**src/rtl/grant_finish_unit_if.sv**
```systemverilog
// grant_finish_unit_if: grant-in, grant-out, finish-enqueue and status signals of grant_finish_unit
interface grant_finish_unit_if #(
    parameter int BEATS     = 4,
    parameter int DATA_W    = 64,
    parameter int FIN_DEPTH = 2
);
    localparam int AW = $clog2(BEATS);
    localparam int CW = $clog2(FIN_DEPTH) + 1;
    logic              gin_valid, gin_ready, gin_manager_id, gin_builtin;
    logic [1:0]        gin_xact_id;
    logic [3:0]        gin_g_type;
    logic [AW-1:0]     gin_addr_beat;
    logic [DATA_W-1:0] gin_data;
    logic              gout_valid, gout_ready, gout_manager_id, gout_builtin;
    logic [1:0]        gout_xact_id;
    logic [3:0]        gout_g_type;
    logic [AW-1:0]     gout_addr_beat;
    logic [DATA_W-1:0] gout_data;
    logic              fin_valid, fin_ready, fin_manager_id;
    logic [1:0]        fin_manager_xact_id;
    logic [CW-1:0]     fin_count;
    logic              protocol_err;
    modport slave (
        input  gin_valid, gin_xact_id, gin_manager_id, gin_builtin, gin_g_type, gin_addr_beat, gin_data,
        output gin_ready,
        output gout_valid, gout_xact_id, gout_manager_id, gout_builtin, gout_g_type, gout_addr_beat, gout_data,
        input  gout_ready,
        output fin_valid, fin_manager_xact_id, fin_manager_id, fin_count, protocol_err,
        input  fin_ready
    );
    modport master (
        output gin_valid, gin_xact_id, gin_manager_id, gin_builtin, gin_g_type, gin_addr_beat, gin_data,
        input  gin_ready,
        input  gout_valid, gout_xact_id, gout_manager_id, gout_builtin, gout_g_type, gout_addr_beat, gout_data,
        output gout_ready,
        input  fin_valid, fin_manager_xact_id, fin_manager_id, fin_count, protocol_err,
        output fin_ready
    );
endinterface

```
**src/rtl/grant_finish_unit.sv**
```systemverilog
// grant_finish_unit: grant pass-through with beat counting and a local FIFO of finish records
module grant_finish_unit #(
    parameter int BEATS     = 4,
    parameter int DATA_W    = 64,
    parameter int FIN_DEPTH = 2
) (
    input logic clk,
    input logic reset,
    grant_finish_unit_if.slave g
);
    localparam int AW = $clog2(BEATS);
    localparam int CW = $clog2(FIN_DEPTH) + 1;
    localparam int PW = FIN_DEPTH > 1 ? $clog2(FIN_DEPTH) : 1;
    logic [AW-1:0] beat_cnt;
    logic [PW-1:0] enq_ptr, deq_ptr;
    logic [CW-1:0] count;
    logic [2:0]    mem [FIN_DEPTH];
    logic          multibeat, needs_finish, last, fin_gen, space, block, fire, push, pop, err;
    always_comb begin
        multibeat    = g.gin_builtin ? g.gin_g_type == 4'd5 : g.gin_g_type != 4'd2;
        needs_finish = !(g.gin_builtin && g.gin_g_type == 4'd0);
        last         = !multibeat || beat_cnt == AW'(BEATS - 1);
        fin_gen      = needs_finish && last;
        // only registered occupancy counts: a same-cycle pop does not open a slot
        space        = count < CW'(FIN_DEPTH);
        block        = fin_gen && !space;
        fire         = g.gin_valid && g.gout_ready && !block;
        push         = fire && fin_gen;
        pop          = count != '0 && g.fin_ready;
    end
    assign g.gout_valid          = g.gin_valid && !block;
    assign g.gin_ready           = g.gout_ready && !block;
    assign g.gout_xact_id        = g.gin_xact_id;
    assign g.gout_manager_id     = g.gin_manager_id;
    assign g.gout_builtin        = g.gin_builtin;
    assign g.gout_g_type         = g.gin_g_type;
    assign g.gout_addr_beat      = g.gin_addr_beat;
    assign g.gout_data           = g.gin_data;
    assign g.fin_valid           = count != '0;
    assign g.fin_manager_xact_id = mem[deq_ptr][2:1];
    assign g.fin_manager_id      = mem[deq_ptr][0];
    assign g.fin_count           = count;
    assign g.protocol_err        = err;
    always_ff @(posedge clk) begin
        if (reset) begin
            beat_cnt <= '0;
            enq_ptr  <= '0;
            deq_ptr  <= '0;
            count    <= '0;
            err      <= 1'b0;
        end else begin
            if (fire && multibeat) beat_cnt <= last ? '0 : beat_cnt + AW'(1);
            if (fire && g.gin_addr_beat != (multibeat ? beat_cnt : AW'(0))) err <= 1'b1;
            if (push) begin
                mem[enq_ptr] <= {g.gin_xact_id, g.gin_manager_id};
                enq_ptr      <= enq_ptr == PW'(FIN_DEPTH - 1) ? '0 : enq_ptr + PW'(1);
            end
            if (pop) deq_ptr <= deq_ptr == PW'(FIN_DEPTH - 1) ? '0 : deq_ptr + PW'(1);
            count <= count + CW'(push) - CW'(pop);
        end
    end
endmodule

```
**src/flat_wrapper.sv**
```systemverilog
// flat-port wrapper written by rule: the top's interface ports become plain ports
module grant_finish_unit_flat 
#(
    parameter int BEATS     = 4,
    parameter int DATA_W    = 64,
    parameter int FIN_DEPTH = 2
)
  (clk, reset, g_gin_valid, g_gin_xact_id, g_gin_manager_id, g_gin_builtin, g_gin_g_type, g_gin_addr_beat, g_gin_data, g_gin_ready, g_gout_valid, g_gout_xact_id, g_gout_manager_id, g_gout_builtin, g_gout_g_type, g_gout_addr_beat, g_gout_data, g_gout_ready, g_fin_valid, g_fin_manager_xact_id, g_fin_manager_id, g_fin_count, g_protocol_err, g_fin_ready);
  grant_finish_unit_if #(.BEATS(BEATS), .DATA_W(DATA_W), .FIN_DEPTH(FIN_DEPTH)) g_i ();
  input logic clk;
  input logic reset;
  input wire logic [$bits(g_i.gin_valid)-1:0] g_gin_valid;
  input wire logic [$bits(g_i.gin_xact_id)-1:0] g_gin_xact_id;
  input wire logic [$bits(g_i.gin_manager_id)-1:0] g_gin_manager_id;
  input wire logic [$bits(g_i.gin_builtin)-1:0] g_gin_builtin;
  input wire logic [$bits(g_i.gin_g_type)-1:0] g_gin_g_type;
  input wire logic [$bits(g_i.gin_addr_beat)-1:0] g_gin_addr_beat;
  input wire logic [$bits(g_i.gin_data)-1:0] g_gin_data;
  output wire logic [$bits(g_i.gin_ready)-1:0] g_gin_ready;
  output wire logic [$bits(g_i.gout_valid)-1:0] g_gout_valid;
  output wire logic [$bits(g_i.gout_xact_id)-1:0] g_gout_xact_id;
  output wire logic [$bits(g_i.gout_manager_id)-1:0] g_gout_manager_id;
  output wire logic [$bits(g_i.gout_builtin)-1:0] g_gout_builtin;
  output wire logic [$bits(g_i.gout_g_type)-1:0] g_gout_g_type;
  output wire logic [$bits(g_i.gout_addr_beat)-1:0] g_gout_addr_beat;
  output wire logic [$bits(g_i.gout_data)-1:0] g_gout_data;
  input wire logic [$bits(g_i.gout_ready)-1:0] g_gout_ready;
  output wire logic [$bits(g_i.fin_valid)-1:0] g_fin_valid;
  output wire logic [$bits(g_i.fin_manager_xact_id)-1:0] g_fin_manager_xact_id;
  output wire logic [$bits(g_i.fin_manager_id)-1:0] g_fin_manager_id;
  output wire logic [$bits(g_i.fin_count)-1:0] g_fin_count;
  output wire logic [$bits(g_i.protocol_err)-1:0] g_protocol_err;
  input wire logic [$bits(g_i.fin_ready)-1:0] g_fin_ready;
  assign g_i.gin_valid = g_gin_valid;
  assign g_i.gin_xact_id = g_gin_xact_id;
  assign g_i.gin_manager_id = g_gin_manager_id;
  assign g_i.gin_builtin = g_gin_builtin;
  assign g_i.gin_g_type = g_gin_g_type;
  assign g_i.gin_addr_beat = g_gin_addr_beat;
  assign g_i.gin_data = g_gin_data;
  assign g_gin_ready = g_i.gin_ready;
  assign g_gout_valid = g_i.gout_valid;
  assign g_gout_xact_id = g_i.gout_xact_id;
  assign g_gout_manager_id = g_i.gout_manager_id;
  assign g_gout_builtin = g_i.gout_builtin;
  assign g_gout_g_type = g_i.gout_g_type;
  assign g_gout_addr_beat = g_i.gout_addr_beat;
  assign g_gout_data = g_i.gout_data;
  assign g_i.gout_ready = g_gout_ready;
  assign g_fin_valid = g_i.fin_valid;
  assign g_fin_manager_xact_id = g_i.fin_manager_xact_id;
  assign g_fin_manager_id = g_i.fin_manager_id;
  assign g_fin_count = g_i.fin_count;
  assign g_protocol_err = g_i.protocol_err;
  assign g_i.fin_ready = g_fin_ready;
  grant_finish_unit #(.BEATS(BEATS), .DATA_W(DATA_W), .FIN_DEPTH(FIN_DEPTH)) u_core (.clk(clk), .reset(reset), .g(g_i));
endmodule
```
**config.mk**
```make
export PLATFORM = sky130hd
export DESIGN_NAME = grant_finish_unit_flat
export DESIGN_NICKNAME = d
export VERILOG_FILES = /design/src/rtl/grant_finish_unit_if.sv /design/src/rtl/grant_finish_unit.sv /design/src/flat_wrapper.sv
export SDC_FILE = /design/constraint.sdc
export NUM_CORES = 1
export LEC_CHECK = 0
export CORE_MARGIN = 3
export CORE_UTILIZATION = 26
export DETAILED_ROUTE_END_ITERATION = 7
export PLACE_DENSITY = 0.9
export SLEW_MARGIN = 20
export SYNTH_ARGS = -nofsm -noshare
export SYNTH_HDL_FRONTEND = slang
export SYNTH_SLANG_ARGS = --single-unit
```
**constraint.sdc**
```tcl
create_clock -name clk -period 2.25 [get_ports clk]
set_clock_uncertainty 0.1 [all_clocks]
set_input_delay 0.225 -clock clk [delete_from_list [all_inputs] [get_ports clk]]
set_output_delay 0.225 -clock clk [all_outputs]
set_load 0.05 [all_outputs]
```
==> results of run 1 <==
-- cells by family (layout without fill, tap and decap cells) --
kind of cell | Yosys count | in the layout | share of synthesized area, %
fa+ha+maj | 2 | 2 | 1.90
xor+xnor | 2 | 2 | 1.33
mux | 6 | 6 | 5.33
flops | 14 | 14 | 25.9
buf+inv | 78 | 51 | 43.4
simple gates | 30 | 30 | 13.9
compound gates | 12 | 12 | 8.19
-- flip-flops by register name, summed over array words and instances (netlist names), named ones only --
register and cells:
u_core.beat_cnt 2, u_core.g.fin_count 2, u_core.deq_ptr 1, u_core.mem 6, u_core.enq_ptr 1, u_core.g.protocol_err 1
-- worst max-delay path, stage by stage --
cell and delay, ns:
clkdlybuf4s50_1 0.46, or4b_4 0.57, nor2_2 0.21, nor3_4 0.08, nor2b_2 0.17, buf_12 0.15
-- final timing paths --
check / endpoint / slack [ns] / from / cells after the start
setup / recovery: g_gin_ready / 0.06 / g_gin_g_type[2] / 6
hold / removal: g_gout_data[13] / 0.35 / g_gin_data[13] / 0
setup reg to reg: u_core.g.fin_count[1]$_SDFF_PP0_ / 0.15 / u_core.g.fin_count[1]$_SDFF_PP0_ / 5
hold reg to reg: u_core.g.protocol_err$_SDFFE_PP0P_ / 0.36 / u_core.g.protocol_err$_SDFFE_PP0P_ / 2
-- power groups by stage --
| stage | clock (mW) | sequential [mW] | combinational, mW |
|---|---|---|---|
| 6_report | 0.212 | 0.330 | 0.563 |
| 5_1_grt | 0.230 | 0.337 | 0.598 |
| 4_1_cts | 0.214 | 0.331 | 0.567 |
| 3_5_place_dp | 0 | 0.335 | 0.550 |
| 3_3_place_gp | 0 | 0.335 | 0.550 |
| 2_1_floorplan | 0 | 0.385 | 0.616 |
-- area by class of cell --
class	instances	area (um2)	share of cell area, %
clock inverter	1	3.75	0.280
inverter	3	11.3	0.841
sequential	14	343	25.6
clock buffer	3	41.3	3.08
tap	67	83.8	6.26
timing repair buffer	44	423	31.6
multi-input combinational	52	433	32.3
-- stage by stage --
step           setup TNS [ns]  hold WS, ns  cell area (um2)
2_1_floorplan               0        0.224             1320
3_3_place_gp            -1.02        0.350             1260
3_5_place_dp            -1.13        0.347             1260
4_1_cts                     0        0.350             1330
5_1_grt                     0        0.350             1340
6_report                    0        0.350             1340
-- routing by layer --
layer | vias up | part of all wire [%] | GRT usage, %
met5 | - | 0 | 0
met4 | 0 | 7.6 | 7.83
met3 | 27 | 12 | 3.99
met2 | 48 | 42 | 10.5
met1 | 324 | 39 | 7.35
li1 | 356 | - | -
-- synth_stat cells --
| cell type | count |
|---|---|
| nor2b_1 | 4 |
| or3_2 | 1 |
| and2b_1 | 1 |
| nand3b_1 | 1 |
| edfxtp_1 | 6 |
| a21oi_1 | 1 |
| or3b_2 | 1 |
| dfxtp_1 | 8 |
| mux2i_1 | 1 |
| a211o_1 | 1 |
| mux2_2 | 4 |
| nor4b_1 | 1 |
| or3b_4 | 1 |
| a2111oi_4 | 1 |
| o211ai_1 | 2 |
| and2_1 | 2 |
| inv_1 | 3 |
| or4b_2 | 1 |
| o21a_1 | 1 |
| nand2_1 | 3 |
| xnor2_1 | 1 |
| o32ai_1 | 1 |
| o21ai_0 | 1 |
| buf_4 | 74 |
| a211oi_1 | 2 |
| nor3b_1 | 1 |
| o41ai_1 | 1 |
| nor3_1 | 5 |
| o22ai_1 | 1 |
| clkbuf_1 | 1 |
| xor2_1 | 1 |
| mux2_4 | 1 |
| ha_1 | 2 |
| nor2_1 | 4 |
| or2_2 | 3 |
| nand2b_1 | 1 |
-- what timing repair did --
action / CTS / global route
pin swaps: 3 / 2
resized for setup: 8 / 2
setup endpoints to repair: 2 / 5
buffers inserted: 1 / 0
hold endpoints to repair: 0 / 0
==> results_dict.tcl, run 1 <==
set metrics [dict create \
    avgSynthCellArea_um2 9.12 \
    ios 162 \
    dp.cells 179 \
    dr.first_iter.drc_count 28 \
    path_class "input pin to output pin" \
    cts.sinks 14 \
    syn-instance-count 144 \
    grt_use_total_pct 7.41 \
    final_cells 184 \
    die_w_um 77.1 \
    cts_buffers 3 \
    end_kind "output pin" \
    setup_viol 0 \
    wirelength_um 2230 \
    finalPower_mw 1.10 \
    viasPerCell 4.10 \
    drtPass1Iterations 4 \
    start_util_pct 27.3 \
    synth_top_cell_by_area "buf_4" \
    internal_power_mw 0.666 \
    grt_pass1_wl_um 3450 \
    first_global_vias 752 \
    overflow 0 \
    drt.antenna.violating_nets 0 \
    dp_hpwl_um 1720 \
    worst_pin_slew_ns 0.501 \
    synth_seq_cells 14 \
    postCtsHoldBufs 0 \
    max-clock-path-buffers 2 \
    swShare_pct 39.7 \
    timing.final.crit_share_pct 97.3 \
    synthTopCellsByArea "buf_4, edfxtp_1, dfxtp_1" \
    fmax_mhz 457 \
    p_sw_mw 0.438 \
    gp_congestion 0.734 \
    finalMaxSlewViolations 0 \
    cp_data_arrival_time_ns 1.86 \
    numPortBuffers 33 \
    drc 0 \
    placementRows 25 \
    synth_top_cell_area_share_pct 42.3 \
    pre_cts_slack_ns -0.145 \
    start_kind "input pin" \
    layout_min_cycle_time_ns 2.19 \
    fillers 515 \
    diodes 0 \
    final_common_cell "clkdlybuf4s50_1" \
    synth_area_mm2 0.00131 \
    min_path_type "input pin to output pin" \
    drt-wirelength-per-cell_um 12.1 \
    clk_latency_ns 0.25 \
    h-tree-depth 1 \
    seqPwrFrac_pct 29.9 \
    hold_violations 0 \
    maxCapViolations 0 \
    grt_antenna_before_repair 0 \
    root_buffer "clkbuf_8" \
    ir_drop_uv 437 \
    p_clk_share_pct 19.2 \
    p_leak_nw 0.504 \
    nets 199 \
    dieHeight_um 77.1 \
    power_frac_comb_pct 50.9 \
    fin_ws_ns 0.0608 \
    fin_util_pct 27.8 \
    synthToLayoutAreaGrowth_pct 1.90 \
    maxSlewHeadroom_pct 66.5 \
    grt_max_degree 13 \
    core-area_mm2 0.00482 \
    crit_fanout 4 \
    power_density_mw_per_mm2 825 \
    num_vias 755 \
    ys_warn_count 0 \
    synth_nets 225 \
    final_cell_mix "clkdlybuf4s50_1, buf_4, dfxtp_1, edfxtp_1" \
    ys_types 36 \
    synth_seq_area_share_pct 25.9 \
    cts_tree "built" \
    dieArea_mm2 0.00594 \
    drive_above_1_share_pct 34.2 \
    worstPathRequired_ns 1.92 \
    status "complete, no violations" \
    rsz0062_at_grt "no" \
]
Power figures use the tool's default switching activity.
==> run 2, diff against run 1 <==
--- a/config.mk
+++ b/config.mk
@@ -5,10 +5,12 @@
 export SDC_FILE = /design/constraint.sdc
 export NUM_CORES = 1
 export LEC_CHECK = 0
+export CAP_MARGIN = 20
 export CORE_MARGIN = 3
 export CORE_UTILIZATION = 26
 export DETAILED_ROUTE_END_ITERATION = 7
 export PLACE_DENSITY = 0.9
+export SETUP_SLACK_MARGIN = 0.02
 export SLEW_MARGIN = 20
 export SYNTH_ARGS = -nofsm -noshare
 export SYNTH_HDL_FRONTEND = slang
==> run 2 against run 1 <==
  * Wire length increased by 0.45%
  * Die area unchanged
  * Critical endpoint unchanged
  * First-iteration DRC count rose by 29%
  * Critical path depth did not move
  * Worst hold slack is the same
  * Combinational power is 2% higher
  * Global-route usage unchanged
  * Sequential share of layout area is 0.24 points lower
==> results_dict.tcl, run 2 (synthesis results as in run 1) <==
set metrics [dict create \
    dp_hpwl_um 1720 \
    top_layer "met4" \
    wl_met1_um 826 \
    end_kind "output pin" \
    hold_violations 0 \
    cts.sinks 14 \
    placementRows 25 \
    final_cell_mix "clkdlybuf4s50_1, buf_4, dfxtp_1, edfxtp_1" \
    layout_min_cycle_time_ns 2.17 \
    p_clk_share_pct 18.8 \
    die_w_um 77.1 \
    cts_tree "built" \
    drt.antenna.violating_nets 0 \
    timing.final.crit_share_pct 96.2 \
    largest_reg_flops 6 \
    crit_family "simple AND/OR/NAND/NOR gates" \
    setup_viol 0 \
    rsz0062_at_grt "no" \
    finalPower_mw 1.11 \
    worstPathRequired_ns 1.92 \
    diodes 0 \
    setup_tns_ns 0 \
    root_buffer "clkbuf_8" \
    min_path_type "input pin to output pin" \
    seqPwrFrac_pct 29.7 \
    largest-register "u_core.mem" \
    start_kind "input pin" \
    cp_slowest_cell "or4b_4" \
    drive_above_1_share_pct 35.0 \
    core-area_mm2 0.00482 \
    grt_antenna_before_repair 0 \
    grt_pass1_wl_um 3450 \
    gp_congestion 0.734 \
    crit_fanout 4 \
    status "complete, no violations" \
    overflow 0 \
    viasPerCell 4.13 \
    start_util_pct 27.3 \
    wl_met3_um 279 \
    swShare_pct 39.6 \
    fillers 511 \
    ir_drop_uv 439 \
    multi_input_area_um2 445 \
    maxCapViolations 0 \
    maxSlewHeadroom_pct 66.5 \
    worst_pin_slew_ns 0.501 \
    drt-wirelength-per-cell_um 12.2 \
    dieHeight_um 77.1 \
    fin_util_pct 28.1 \
    final_common_cell "clkdlybuf4s50_1" \
    power_density_mw_per_mm2 822 \
    finalMaxSlewViolations 0 \
    ios 162 \
    max-clock-path-buffers 2 \
    internal_power_mw 0.671 \
    drtPass1Iterations 4 \
    first_global_vias 752 \
    dr.first_iter.drc_count 36 \
    routed-wl-met2_um 963 \
    path_class "input pin to output pin" \
    clk_latency_ns 0.25 \
    register_area_um2 343 \
    p_leak_nw 0.510 \
    grt_use_total_pct 7.41 \
    postCtsHoldBufs 0 \
    fmax_mhz 462 \
    cp_data_arrival_time_ns 1.84 \
    h-tree-depth 1 \
    grt_max_degree 13 \
    power_frac_comb_pct 51.5 \
    cts_buffers 3 \
    p_sw_mw 0.440 \
    synthToLayoutAreaGrowth_pct 2.86 \
    critPathBufInv 2 \
    slowest_delay_ns 0.59 \
    dieArea_mm2 0.00594 \
    drc 0 \
    wirelength_um 2240 \
    num_vias 760 \
    nets 199 \
    cp_cell_sequence "clkdlybuf4s50_1 > or4b_4 > nor2_4 > nor3_4 > nor2b_2 > buf_12" \
    numPortBuffers 33 \
]
==> run 2: cell counts in the layout (fill, tap and decap cells not counted) <==
No cell type changed its count.
==> run 2: metrics by stage <==
stage               worst slack, ns  cells  cell area [um2]  hold WS, ns
global route                 0.0248    184             1350        0.350
global placement             -0.141    179             1260        0.350
floorplan                   0.00347    144             1320        0.224
CTS                          0.0534    184             1330        0.350
finish                       0.0844    184             1350        0.350
detailed placement           -0.145    179             1260        0.347
==> run 2: final timing paths <==
path	startpoint	endpoint	slack (ns)	cells after the start
max	g_gin_g_type[2]	g_gin_ready	0.08	6
min	g_gin_data[13]	g_gout_data[13]	0.35	0
max reg2reg	u_core.g.fin_count[1]$_SDFF_PP0_	u_core.g.fin_count[1]$_SDFF_PP0_	0.22	5
min reg2reg	u_core.g.protocol_err$_SDFFE_PP0P_	u_core.g.protocol_err$_SDFFE_PP0P_	0.36	2
==> run 2: timing repair <==
item,CTS,global route
hold endpoints to repair,0,0
gates resized for setup,8,4
buffers inserted,1,0
setup endpoints to repair,2,6
pin swaps,3,2
==> run 2: layout make-up <==
class / count / share of cell area (%)
well taps: 67 / 6.20
clock inverters: 1 / 0.278
clock buffers: 3 / 3.06
repair buffers: 44 / 31.3
multi-input cells: 52 / 33.0
inverters: 3 / 0.833
flip-flops and latches: 14 / 25.4
==> run 2: layer usage <==
metal | global-route usage (%) | vias up
li1 | - | 356
met1 | 7.35 | 327
met2 | 10.5 | 50
met3 | 3.99 | 27
met4 | 7.83 | 0
met5 | 0 | -
==> run 2: power by group through the flow <==
stage               sequential (mW)  clock, mW  combinational, mW
floorplan                     0.385          0              0.616
global placement              0.335          0              0.550
detailed placement            0.335          0              0.550
CTS                           0.331      0.214              0.567
global route                  0.337      0.230              0.608
finish                        0.330      0.209              0.572
==> edit: new RTL, flow settings as in run 2 <==
`DATA_W` is set to 64 in 3 places; all go to 96.
--- a/src/rtl/grant_finish_unit_if.sv
+++ b/src/rtl/grant_finish_unit_if.sv
@@ -1,7 +1,7 @@
 // grant_finish_unit_if: grant-in, grant-out, finish-enqueue and status signals of grant_finish_unit
 interface grant_finish_unit_if #(
     parameter int BEATS     = 4,
-    parameter int DATA_W    = 64,
+    parameter int DATA_W    = 96,
     parameter int FIN_DEPTH = 2
 );
     localparam int AW = $clog2(BEATS);
--- a/src/rtl/grant_finish_unit.sv
+++ b/src/rtl/grant_finish_unit.sv
@@ -1,7 +1,7 @@
 // grant_finish_unit: grant pass-through with beat counting and a local FIFO of finish records
 module grant_finish_unit #(
     parameter int BEATS     = 4,
-    parameter int DATA_W    = 64,
+    parameter int DATA_W    = 96,
     parameter int FIN_DEPTH = 2
 ) (
     input logic clk,
--- a/src/flat_wrapper.sv
+++ b/src/flat_wrapper.sv
@@ -2,7 +2,7 @@
 module grant_finish_unit_flat 
 #(
     parameter int BEATS     = 4,
-    parameter int DATA_W    = 64,
+    parameter int DATA_W    = 96,
     parameter int FIN_DEPTH = 2
 )
   (clk, reset, g_gin_valid, g_gin_xact_id, g_gin_manager_id, g_gin_builtin, g_gin_g_type, g_gin_addr_beat, g_gin_data, g_gin_ready, g_gout_valid, g_gout_xact_id, g_gout_manager_id, g_gout_builtin, g_gout_g_type, g_gout_addr_beat, g_gout_data, g_gout_ready, g_fin_valid, g_fin_manager_xact_id, g_fin_manager_id, g_fin_count, g_protocol_err, g_fin_ready);
Ports: changed (resized g_gin_data and g_gout_data); port bits go from 162 to 226. The function was not compared with the original's and may differ.
==> edit against run 2 <==
Hold slack about the same; utilization fell by 4.3 points; wire length is 36% higher; setup slack improved by 0.039 ns; non-clock buffer count fell by 1; area after synthesis rose by 18%; cell area fell by 0.93%; sequential cell count unchanged; total power decreased by 1.3%; critical path type unchanged; largest cell class unchanged; highest routed layer unchanged.
==> edit: results (changes against run 2) <==
metric,value,unit,change
arrival,1.80,ns,-0.04 ns
num_vias,806,,+6.1%
crit_start,g_gin_builtin,,
grt_pass1_vias,883,,+17%
holdPathEnd,g_gout_data[0],,
firstDrtPassIters,4,,unchanged
swShare,0.4009,,+0.004914
r2r-start,u_core.g.fin_count[1],,
grt_max_degree,14,,+1
power,1.097,mW,-1.3%
seq_area_frac_synth,0.2190,,-0.04005
dpl.hpwl,2490,um,+44%
p_leak,0.5040,nW,-1.2%
ys_top_cells_by_area,"buf_4 (51%), edfxtp_1 (12%), dfxtp_1 (10%)",,
reg2reg_slack,0.19,ns,-0.03 ns
combPwrFrac,0.508,,-0.007
first_iter_violations,32,,-11%
ys_top_cells_by_count,"buf_4 (106), dfxtp_1 (8), edfxtp_1 (6), nor3_1 (5)",,
gp_congestion,0.7947,,+8.3%
cpPeakStageDelay,0.53,ns,-0.06 ns
routed_wl,3048,um,+36%
cts_setup_buffers,0,,-1
drive_above_1_share,0.3448,,-0.005600
grt_pass1_wl,4850,um,+41%
ir_drop,0.2155,mV,-51%
syn-num-nets,289,,+28%
min_from,g_gin_data[0],,
track_usage,0.08928,,+0.01514
cpMaxStageDelayCell,clkdlybuf4s50_1,,
outcome,finished clean,,
cts_max_level,1,,unchanged
==> edit: cell types whose count changed after synthesis, sizes merged <==
cell / before / now
buf: 74 / 106
==> edit: what timing repair did <==
item                       in CTS  in global routing
gates resized for setup        10                  2
setup endpoints to repair       2                  8
pin swaps                       2                  1
==> edit: layout make-up <==
type                       count  area, um2
clock buffer                   3      41.29
clock inverter                 1      3.754
fill                         585       4303
inverter                       3      11.26
multi-input combinational     52      437.9
sequential                    14      342.8
tap                           72      90.09
timing repair buffer          43      411.6
==> edit: cells by family (layout without fill, tap and decap cells) <==
kind of cell,count (synthesis),count (layout),synth area share
buf+inv,110,50,0.5217
flops,14,14,0.2190
fa+ha+maj,2,2,0.01610
mux,6,6,0.04508
xor+xnor,2,2,0.01127
simple gates,30,30,0.1176
compound gates,12,12,0.06924
==> edit: routing by layer <==
| layer | wire length (um) | vias to the layer above | track usage |
|---|---|---|---|
| li1 | - | 353 | - |
| met1 | 839 | 355 | 0.06981 |
| met5 | 0 | - | 0 |
| met4 | 211 | 0 | 0.08915 |
| met2 | 1525 | 73 | 0.1443 |
| met3 | 472 | 25 | 0.05853 |
==> edit: worst max path at each step <==
stage / endpoint / slack, ns / cells after the start
finish: g_gin_ready / 0.12 / 6
global route: g_gin_ready / 0.04 / 6
CTS: g_gin_ready / 0.06 / 6
detailed placement: g_gin_ready / -0.17 / 6
floorplan: g_gin_ready / 0.003 / 4
global placement: g_gout_valid / -0.15 / 6
==> edit: through the flow <==
step,instances,setup slack (ns),hold WS [ns],cell area [um2]
after floorplan,176,0.003474,0.2239,1559
after global placement,184,-0.1508,0.3411,1262
after detailed placement,184,-0.1694,0.3474,1262
after CTS,188,0.06319,0.3503,1331
after global routing,188,0.04065,0.3501,1339
final,188,0.1235,0.3500,1339
